[src/rtl/bcd_counter_nd.sv]
`default_nettype none
// ============================================================================
//  Module   : bcd_counter_nd
//  Purpose  : Cascaded N-digit BCD counter. It counts up or down and has a
//             count enable, a built-in prescaler, synchronous clear and load,
//             and a registered one-cycle wrap pulse.
//  Ports    : clk_i       - system clock, rising edge
//             rst_n_i     - asynchronous active-low reset
//             en_i        - count enable, gates the prescaler
//             up_i        - direction: 1 = up, 0 = down
//             clr_i       - synchronous clear (highest priority)
//             load_i      - synchronous load of load_val_i
//             load_val_i  - BCD load value, digit k in [4k+3:4k]
//             cnt_o       - registered BCD count
//             wrap_o      - one-cycle pulse on MAX->0 or 0->MAX
//  Options  : define BCD_COUNTER_SATURATE_EN to saturate at 0 / MAX instead
//             of wrapping. wrap_o is then held low.
//  Revision : 1.0 - initial release
// ============================================================================
module bcd_counter_nd #(
    parameter int DIGITS   = 2,
    parameter int PRESCALE = 1
) (
    input  logic                  clk_i,
    input  logic                  rst_n_i,
    input  logic                  en_i,
    input  logic                  up_i,
    input  logic                  clr_i,
    input  logic                  load_i,
    input  logic [4*DIGITS-1:0]   load_val_i,
    output logic [4*DIGITS-1:0]   cnt_o,
    output logic                  wrap_o
);

    localparam int c_PRE_W = (PRESCALE > 1) ? $clog2(PRESCALE) : 1;
    localparam logic [c_PRE_W-1:0] c_PRE_LAST = c_PRE_W'(PRESCALE - 1);

    logic [c_PRE_W-1:0]  r_pre;
    logic [4*DIGITS-1:0] r_cnt;
    logic                r_wrap;

    logic                w_pre_last;
    logic                w_step;
    logic [DIGITS-1:0]   w_edge;      // digit at 9 (up) or at 0 (down)
    logic [DIGITS:0]     w_chain;     // carry/borrow into digit k
    logic [4*DIGITS-1:0] w_stepped;   // count after one step
    logic [4*DIGITS-1:0] w_load_bcd;  // load value with nibbles clamped to 9

    assign w_pre_last = (r_pre == c_PRE_LAST);
    assign w_step     = en_i & w_pre_last;

    // Per-digit increment/decrement and load clamping.
    for (genvar k = 0; k < DIGITS; k++) begin : g_digit
        logic [3:0] w_d;
        logic [3:0] w_lv;
        logic [3:0] w_inc;
        logic [3:0] w_dec;

        assign w_d   = r_cnt[4*k +: 4];
        assign w_lv  = load_val_i[4*k +: 4];
        assign w_inc = (w_d == 4'd9) ? 4'd0 : (w_d + 4'd1);
        assign w_dec = (w_d == 4'd0) ? 4'd9 : (w_d - 4'd1);

        assign w_edge[k] = up_i ? (w_d == 4'd9) : (w_d == 4'd0);

        // A digit only moves when every lower digit rolls over.
        assign w_stepped[4*k +: 4] = !w_chain[k] ? w_d : (up_i ? w_inc : w_dec);
        assign w_load_bcd[4*k +: 4] = (w_lv > 4'd9) ? 4'd9 : w_lv;
    end

    // Ripple chain: the carry out of the top digit marks a full wrap.
    always_comb begin
        w_chain[0] = 1'b1;
        for (int k = 1; k <= DIGITS; k++) begin
            w_chain[k] = w_chain[k-1] & w_edge[k-1];
        end
    end

    always_ff @(posedge clk_i or negedge rst_n_i) begin
        if (!rst_n_i) begin
            r_cnt  <= '0;
            r_pre  <= '0;
            r_wrap <= 1'b0;
        end else if (clr_i) begin
            r_cnt  <= '0;
            r_pre  <= '0;
            r_wrap <= 1'b0;
        end else if (load_i) begin
            r_cnt  <= w_load_bcd;
            r_pre  <= '0;
            r_wrap <= 1'b0;
        end else begin
            r_wrap <= 1'b0;
            if (en_i) begin
                r_pre <= w_pre_last ? '0 : (r_pre + c_PRE_W'(1));
            end
            if (w_step) begin
`ifdef BCD_COUNTER_SATURATE_EN
                // At the end of the range the count stays put.
                if (!w_chain[DIGITS]) begin
                    r_cnt <= w_stepped;
                end
`else
                r_cnt  <= w_stepped;
                r_wrap <= w_chain[DIGITS];
`endif
            end
        end
    end

    assign cnt_o  = r_cnt;
    assign wrap_o = r_wrap;

endmodule
`default_nettype wire

[config.mk]
export PLATFORM = sky130hd
export DESIGN_NAME = bcd_counter_nd
export DESIGN_NICKNAME = d
export VERILOG_FILES = /design/src/rtl/bcd_counter_nd.sv
export SDC_FILE = /design/constraint.sdc
export NUM_CORES = 1
export LEC_CHECK = 0
export ABC_CLOCK_PERIOD_IN_PS = 4100
export CORE_ASPECT_RATIO = 1.75
export CORE_MARGIN = 2
export CORE_UTILIZATION = 40
export DETAILED_ROUTE_END_ITERATION = 7
export HOLD_SLACK_MARGIN = 0.02
export PLACE_DENSITY = 0.77
export SETUP_SLACK_MARGIN = 0.4
export SLEW_MARGIN = 25
export SYNTH_ARGS = -nofsm -noshare
export SYNTH_HDL_FRONTEND = slang
export SYNTH_SLANG_ARGS = --single-unit
[constraint.sdc]
create_clock -name clk_i -period 4.1 [get_ports clk_i]
set_input_delay 1.23 -clock clk_i [delete_from_list [all_inputs] [get_ports clk_i]]
set_output_delay 1.23 -clock clk_i [all_outputs]
set_load 0.05 [all_outputs]
== After elaboration in Yosys (flattened, before gate mapping) ==
Index checks and enable logic that the tools add are counted.
Operators by class
  add/sub/neg operators: 5
  order comparisons: 2
  equality and inequality tests: 2
  mux-type cells: 21
  bitwise logic cells: 3
  reduce and logical (&&, ||, !) cells: 6
Operator list (number)
  2-to-1 mux 4 bit: 9
  2-to-1 mux 8 bit: 3
  2-to-1 mux 1 bit: 9
  nonzero test 3 bit: 3
  adder 4 x 1 -> 4 bit, second input constant: 2
  == test 4 bit, second input constant: 2
  > comparator 4 bit, second input constant: 2
  logical NOT 4 bit: 2
  subtractor 4 x 1 -> 4 bit, second input constant: 2
  bitwise AND 1 bit: 2
  AND reduction 2 bit: 1
  adder 1 bit, second input constant: 1
  inverter 1 bit: 1
Storage, ports and cells
  bits in registers: 10
  bits of input ports: 14
  output and inout port bits: 9
  word-level logic and storage cells: 43

== Longest topological paths before layout ==
Gate-level depths: netlist (run 1).
  depth after elaboration: 7
  gate-level depth with buffers: 7

== Worst setup path after synthesis (run 1) ==
No wires, ideal clock.
  path type: input to register
  start: input port up_i
  end: register r_cnt[4], in the netlist cnt_o[4]
  library setup time: 127 ps
  arrival: 2133 ps
  path slack: 1839 ps
  stages on the path: 5
  path buffers: 1
  cells stage by stage: buf_2 > nor3b_2 > o211ai_4 > nand2_2 > mux2_1
On the way
  word-level cells in the longest chain between the ends: 5
  elaborated cells on any way between the ends: 8
  those cells by class: mux: 6; reduce/logical: 2
RTL lines
  start: declaration: RTL line 27  | input logic up_i,
  2-to-1 mux 4 bit (2 in series): RTL line 67  | assign w_stepped[4*k +: 4] = !w_chain[k] ? w_d : (up_i ? w_inc : w_dec);
  2-to-1 mux 8 bit: RTL line 97  | if (w_step) begin
  2-to-1 mux 8 bit: RTL line 88  | end else if (load_i) begin
  2-to-1 mux 8 bit: RTL line 84  | end else if (clr_i) begin
  end signal: assignment: RTL line 89  | r_cnt <= w_load_bcd;
  end signal: assignment: RTL line 104  | r_cnt <= w_stepped;
  end: declaration: RTL line 39  | logic [4*DIGITS-1:0] r_cnt;
Parallel ways exist; a longest one is shown, timed or not. The select of a mux whose other input is x is not followed.
A chain may end at the register's enable or synchronous reset.

== Final worst setup path (run 1) ==
  start: register r_cnt[2], in the netlist cnt_o[2]
  end: output port cnt_o[2]
RTL lines
  end: declaration: RTL line 31  | output logic [4*DIGITS-1:0] cnt_o,
No word-level cell between the ends.

==> flow_metrics.py, run 1 <==
metrics = {
    "power": {
        "p_leak_nw": 0.486,
        "power.density_nw_per_um2": 301,
        "ir_worst_vdd_uv": 292,
    },
    "placed_design": {
        "gp_congestion": 0.881,
        "hpwlAfterDp_mm": 1.84,
        "portBuffers": 22,
    },
    "global_routing": {
        "grt_max_degree": 20,
        "gr-usage-met1": 0.190,
        "busiest_layer": "met2",
        "grt.total_usage": 0.191,
        "grt_pass1_wl_mm": 3.62,
        "use_met3": 0.0493,
        "grt_pass1_vias": 846,
        "antenna_found_initial": 0,
        "use_met2": 0.363,
        "overflow": 0,
    },
    "floorplanning": {
        "dieWidth_um": 40.2,
        "die_h_um": 67.4,
        "core_area_um2": 2240,
        "initial_core_util": 0.410,
        "io_pins": 23,
        "die-area_um2": 2710,
        "row_count": 23,
    },
    "clocking": {
        "clock_sink_count": 9,
        "clkTransAtPathRegs_ns": 0.05,
        "cts_setup_buffers": 0,
        "hold_buffers": 0,
        "cts_tree": "done",
        "clock_latency_ns": 0.23,
        "clock_path_buffers": 2,
        "cts_resized": 0,
        "cts_max_level": 1,
        "numCtsBuffers": 3,
        "root_buffer": "clkbuf_8",
    },
    "critical_path": {
        "timing.rr.end": "cnt_o[1]",
        "endpoint_kind": "output pin",
        "max_stage_delay_ns": 0.88,
        "path_delay_family": "buffers and inverters",
        "rr_startpoint": "cnt_o[0]",
        "critPathSlowestCell": "clkdlybuf4s50_1",
        "rrSetupSlack_ns": 2.25,
        "critPathBufInv": 1,
        "path_max_fanout": 10,
        "cp.arrival_ns": 1.68,
        "critical_path_class": "reg -> out",
        "worstSetupStartpointType": "flip-flop",
        "cp.required_ns": 2.87,
        "worstPathCellList": "clkdlybuf4s50_1",
        "reg2reg_depth": 7,
    },
    "layout": {
        "antenna_cells": 0,
        "mostFrequentLayoutCell": "clkdlybuf4s50_1",
        "drive_gt1_frac": 0.0763,
        "multi_input_area_um2": 622,
        "nets": 153,
        "syn_to_final_growth_pct": 27.6,
        "fillers": 217,
        "finish.utilization": 0.523,
        "final_cell_mix": "22 x clkdlybuf4s50_1, 10 x nor2_1, 9 x a21oi_1, 9 x dfrtp_1, 8 x inv_1",
        "regArea_um2": 225,
    },
    "worst_hold_path": {
        "hold-path-cell-count": 1,
        "holdCritPathClass": "reg -> reg",
        "hold_start": "cnt_o[6]",
        "min_to": "wrap_o",
    },
    "synthesis": {
        "yosys.area_share.simple": 0.268,
        "synth-compound-area-share": 0.279,
        "synth_ff_type": "dfrtp_1",
        "synth_top_family_by_area": "compound AO/OA/AOI/OAI gates",
        "synth_top_area_frac": 0.245,
        "ys.warnings.count": 0,
        "synth_fp_nets": 134,
        "syn_area_um2": 920,
        "synth_cells": 113,
        "synth_seq_cells": 9,
        "synth.area.mux_share": 0.0340,
        "seq_area_frac_synth": 0.245,
        "synthTopCellsByArea": "dfrtp_1 24%, ha_1 9.5%, a21oi_1 4.9%",
        "synth_adder_area_share": 0.0952,
        "synth-edff-count": 0,
        "synthXorXnorAreaFrac": 0,
        "synth_area_per_cell_um2": 8.14,
        "yosysTopAreaCell": "dfrtp_1",
        "synth_cell_types": 41,
        "postSynth.asyncResetShare": 1.00,
    },
    "sta": {
        "finalHoldViolCount": 0,
        "fin_crit_ns": 2.91,
        "rsz0062_at_grt": "no",
        "maxSlewHeadroom": 0.589,
        "finalSetupViolCount": 0,
        "worstMarginPinSlew_ns": 0.615,
        "period_share": 0.710,
        "fmax_mhz": 344,
        "fin_skew_ns": 0.00511,
        "tns_ns": 0,
        "slew_violations": 0,
    },
    "routing": {
        "routed-via-count": 941,
        "ant_nets": 0,
        "avgRoutedWirePerCell_um": 15.3,
        "drt-initial-drc-count": 27,
        "drc_errors": 0,
        "dr.pass1.iters": 4,
        "post_drt_via_cell_ratio": 6.03,
        "wirelength_mm": 2.39,
    },
    "run": {
        "max-cap-violations": 0,
    },
    "outcome": {
        "status": "finished, final reports clean",
    },
}
worst max-delay path by stage:
stage               startpoint  endpoint  slack (ns)  cells past startpoint
floorplan                 up_i  cnt_o[4]        1.84                      5
finish                cnt_o[2]  cnt_o[2]        1.19                      1
global route          cnt_o[2]  cnt_o[2]        1.13                      1
CTS                   cnt_o[2]  cnt_o[2]        1.21                      1
detailed placement        up_i  cnt_o[4]        1.03                      5
global placement          up_i  cnt_o[4]        1.08                      5
cells in the mapped netlist, drive strengths merged, types with 2 or more instances:
master   n
ha       7
nor2    10
nor3b    3
buf      5
nor4b    2
and3     3
nand2b   5
nand3    3
o21bai   2
mux2i    2
nor2b    3
a31oi    2
nand2    8
a211oi   2
a211o    2
a32oi    2
o21ai    6
o22ai    3
a21oi    9
a221oi   3
clkbuf   3
dfrtp    9
inv      8
nor3     2
per-layer routing:
layer | up-vias | part of all wire
li1 | 441 | -
met1 | 472 | 0.38
met2 | 26 | 0.58
met3 | 2 | 0.033
met4 | 0 | 0.0058
met5 | - | 0
flip-flops by register name, summed over array words and instances, names as in the netlist:
register	cells
cnt_o	8
wrap_o	1
power breakdown:
part	leakage [nW]	internal, W	total, W	switching (W)
logic	0.344	0.0000593	0.000138	0.0000786
registers	0.119	0.0000959	0.000114	0.0000181
clock network	0.0228	0.0000676	0.000101	0.0000336
cells by family (layout without fill, tap and decap cells):
| logic type | Yosys count | count (layout) |
|---|---|---|
| buffers and inverters | 16 | 34 |
| DFF | 9 | 9 |
| and+or+nand+nor | 42 | 42 |
| muxes | 3 | 3 |
| AOI/OAI and AO/OA | 36 | 36 |
| adders and majority gates | 7 | 7 |
stage by stage:
step	area [um2]	hold slack [ns]	total power (W)	instances	setup WS, ns
after floorplan	920	0.875	0.000207	113	1.84
after global placement	1130	0.637	0.000248	152	1.08
after detailed placement	1130	0.651	0.000252	152	1.03
after CTS	1170	0.657	0.000353	156	1.21
after global routing	1170	0.682	0.000375	156	1.13
final	1170	0.669	0.000353	156	1.19
cell type report:
cell class | instances | share of cell area
clock buffer | 4 | 0.0384
inverter | 8 | 0.0256
multi-input combinational | 88 | 0.530
sequential | 9 | 0.192
tap | 25 | 0.0267
timing repair buffer | 22 | 0.188
No activity file was read; power rests on OpenSTA's default activity.
==> inputs of run 2 (changes only) <==
Settings changed: ABC_CLOCK_PERIOD_IN_PS 4100 to 2330, PLACE_DENSITY 0.77 to 0.8.
Clock period 4.1 ns to 2.33 ns, I/O delays scaled along.
==> run 2 against run 1 <==
  * Sequential power increased by 76%
  * Die area unchanged
  * Combinational power increased by 86%
  * Clock skew decreased by 0.0044 ns
  * Critical path type is now in -> reg
  * Critical endpoint is now cnt_o[4]
  * Largest power group unchanged
==> flow_metrics.py, run 2 (synthesized netlist as in run 1, its figures left out) <==
metrics = {
    "outcome": {
        "status": "finished, final reports clean",
    },
    "critical_path": {
        "rr_startpoint": "cnt_o[5]",
        "path_delay_family": "buffers and inverters",
        "worstSetupStartpointType": "primary input",
        "path_depth": 5,
        "cp.arrival_ns": 2.02,
        "worstSetupStartpoint": "load_i",
        "path_max_fanout": 9,
        "cp.required_ns": 2.44,
        "critical_path_class": "in -> reg",
        "critPathBufInv": 2,
        "max_stage_delay_ns": 0.69,
        "endpoint_kind": "flip-flop",
        "timing.rr.end": "cnt_o[7]",
        "reg2reg_depth": 7,
        "rrSetupSlack_ns": 0.55,
        "critPathSlowestCell": "clkdlybuf4s50_1",
        "worstPathCellList": "clkdlybuf4s50_1 -> inv_1 -> nor2_1 -> a221oi_2 -> mux2_1",
        "setup.worst_path.end": "cnt_o[4]",
    },
    "placed_design": {
        "hpwlAfterDp_mm": 1.94,
        "portBuffers": 22,
        "gp_congestion": 0.874,
    },
    "sta": {
        "fin_crit_ns": 1.90,
        "maxSlewHeadroom": 0.674,
        "finalHoldViolCount": 0,
        "rsz0062_at_grt": "yes",
        "fmax_mhz": 525,
        "worstMarginPinSlew_ns": 0.491,
        "tns_ns": 0,
        "fin_skew_ns": 0.000702,
        "slew_violations": 0,
        "finalSetupViolCount": 0,
        "period_share": 0.817,
    },
    "floorplanning": {
        "core_area_um2": 2240,
        "dieWidth_um": 40.2,
        "row_count": 23,
        "die-area_um2": 2710,
        "die_h_um": 67.4,
        "initial_core_util": 0.410,
        "io_pins": 23,
    },
    "global_routing": {
        "grt_pass1_wl_mm": 3.86,
        "grt_max_degree": 16,
        "grt.total_usage": 0.205,
        "overflow": 0,
        "grt_pass1_vias": 860,
        "antenna_found_initial": 0,
    },
    "routing": {
        "post_drt_via_cell_ratio": 5.78,
        "drc_errors": 0,
        "dr.pass1.iters": 4,
        "ant_nets": 0,
        "wirelength_mm": 2.53,
        "routed-via-count": 948,
        "drt-initial-drc-count": 14,
        "avgRoutedWirePerCell_um": 15.4,
    },
    "worst_hold_path": {
        "holdCritPathClass": "reg -> reg",
        "hold-path-cell-count": 1,
    },
    "clocking": {
        "hold_buffers": 0,
        "root_buffer": "clkbuf_8",
        "clock_sink_count": 9,
        "clock_path_buffers": 2,
        "clock_latency_ns": 0.23,
        "cts_tree": "done",
        "clkTransAtPathRegs_ns": 0.04,
        "cts_max_level": 1,
        "numCtsBuffers": 3,
    },
    "layout": {
        "largest_register_ffs": 8,
        "fillers": 212,
        "antenna_cells": 0,
        "drive_gt1_frac": 0.209,
        "syn_to_final_growth_pct": 35.0,
        "nets": 161,
        "final_cell_mix": "12 x clkdlybuf4s50_1, 12 x buf_4, 9 x nor2_1, 9 x a21oi_1, 8 x inv_1",
    },
    "power": {
        "power.density_nw_per_um2": 514,
        "power_w": 0.000638,
        "p_leak_nw": 0.551,
        "ir_worst_vdd_uv": 350,
    },
    "run": {
        "max-cap-violations": 0,
    },
}
-- run 2: cell types whose count changed in the layout (fill, tap and decap cells not counted), moves of 3 or more --
cell	previous run	this run
buf_4	0	12
clkdlybuf4s50_1	22	12
dfrtp_1	9	6
dfrtp_2	0	3
dlygate4sd2_1	0	4
-- run 2: repair_timing --
action,4_1_cts,5_1_grt
endpoints found under the setup margin,7,5
pin swaps,2,0
setup buffers,3,1
resized for setup,6,4
-- run 2: worst min-delay path by stage --
stage                  start       end  slack, ns
floorplan            rst_n_i  cnt_o[0]       0.40
global placement    cnt_o[4]  cnt_o[4]       0.62
detailed placement  cnt_o[4]  cnt_o[4]       0.61
CTS                 cnt_o[4]  cnt_o[4]       0.62
global route        cnt_o[4]  cnt_o[4]       0.64
finish              cnt_o[4]  cnt_o[4]       0.63
-- run 2: area by class of cell --
class / count / area, um2 / share of cell area
inverter: 8 / 30.0 / 0.0242
timing repair buffer: 30 / 270 / 0.218
sequential: 9 / 229 / 0.184
clock buffer: 4 / 45.0 / 0.0363
tap: 25 / 31.3 / 0.0252
multi-input combinational: 88 / 636 / 0.512
-- run 2: worst register-to-register path: stages (launching register included) --
cell and delay, ns:
dfrtp_1 0.45, inv_1 0.17, ha_1 0.24, nand2b_1 0.07, and3_1 0.17, o21a_1 0.18
o311ai_1 0.27, a21oi_1 0.11
-- run 2: through the flow --
stage | hold slack [ns] | worst slack (ns) | std cells | util | cell area [um2]
6_report | 0.628 | 0.426 | 164 | 0.553 | 1240
5_1_grt | 0.643 | 0.386 | 164 | 0.553 | 1240
4_1_cts | 0.624 | 0.399 | 163 | 0.548 | 1230
3_5_place_dp | 0.613 | 0.0958 | 156 | 0.518 | 1160
3_3_place_gp | 0.617 | 0.117 | 156 | 0.518 | 1160
2_1_floorplan | 0.403 | 0.417 | 113 | - | 923
-- run 2: power breakdown --
part           leakage, nW  switching, W  total (W)  internal, W
registers            0.115     0.0000309   0.000201     0.000170
logic                0.413      0.000146   0.000257     0.000112
clock network       0.0228     0.0000613   0.000180     0.000119
total                0.551      0.000238   0.000638     0.000401
-- run 2: per-layer routing --
| metal | part of all wire | global-route usage | vias to the layer above |
|---|---|---|---|
| met2 | 0.57 | 0.381 | 29 |
| met5 | 0 | 0 | - |
| li1 | - | - | 463 |
| met3 | 0.036 | 0.0329 | 8 |
| met4 | 0.024 | 0.0750 | 0 |
| met1 | 0.36 | 0.214 | 448 |
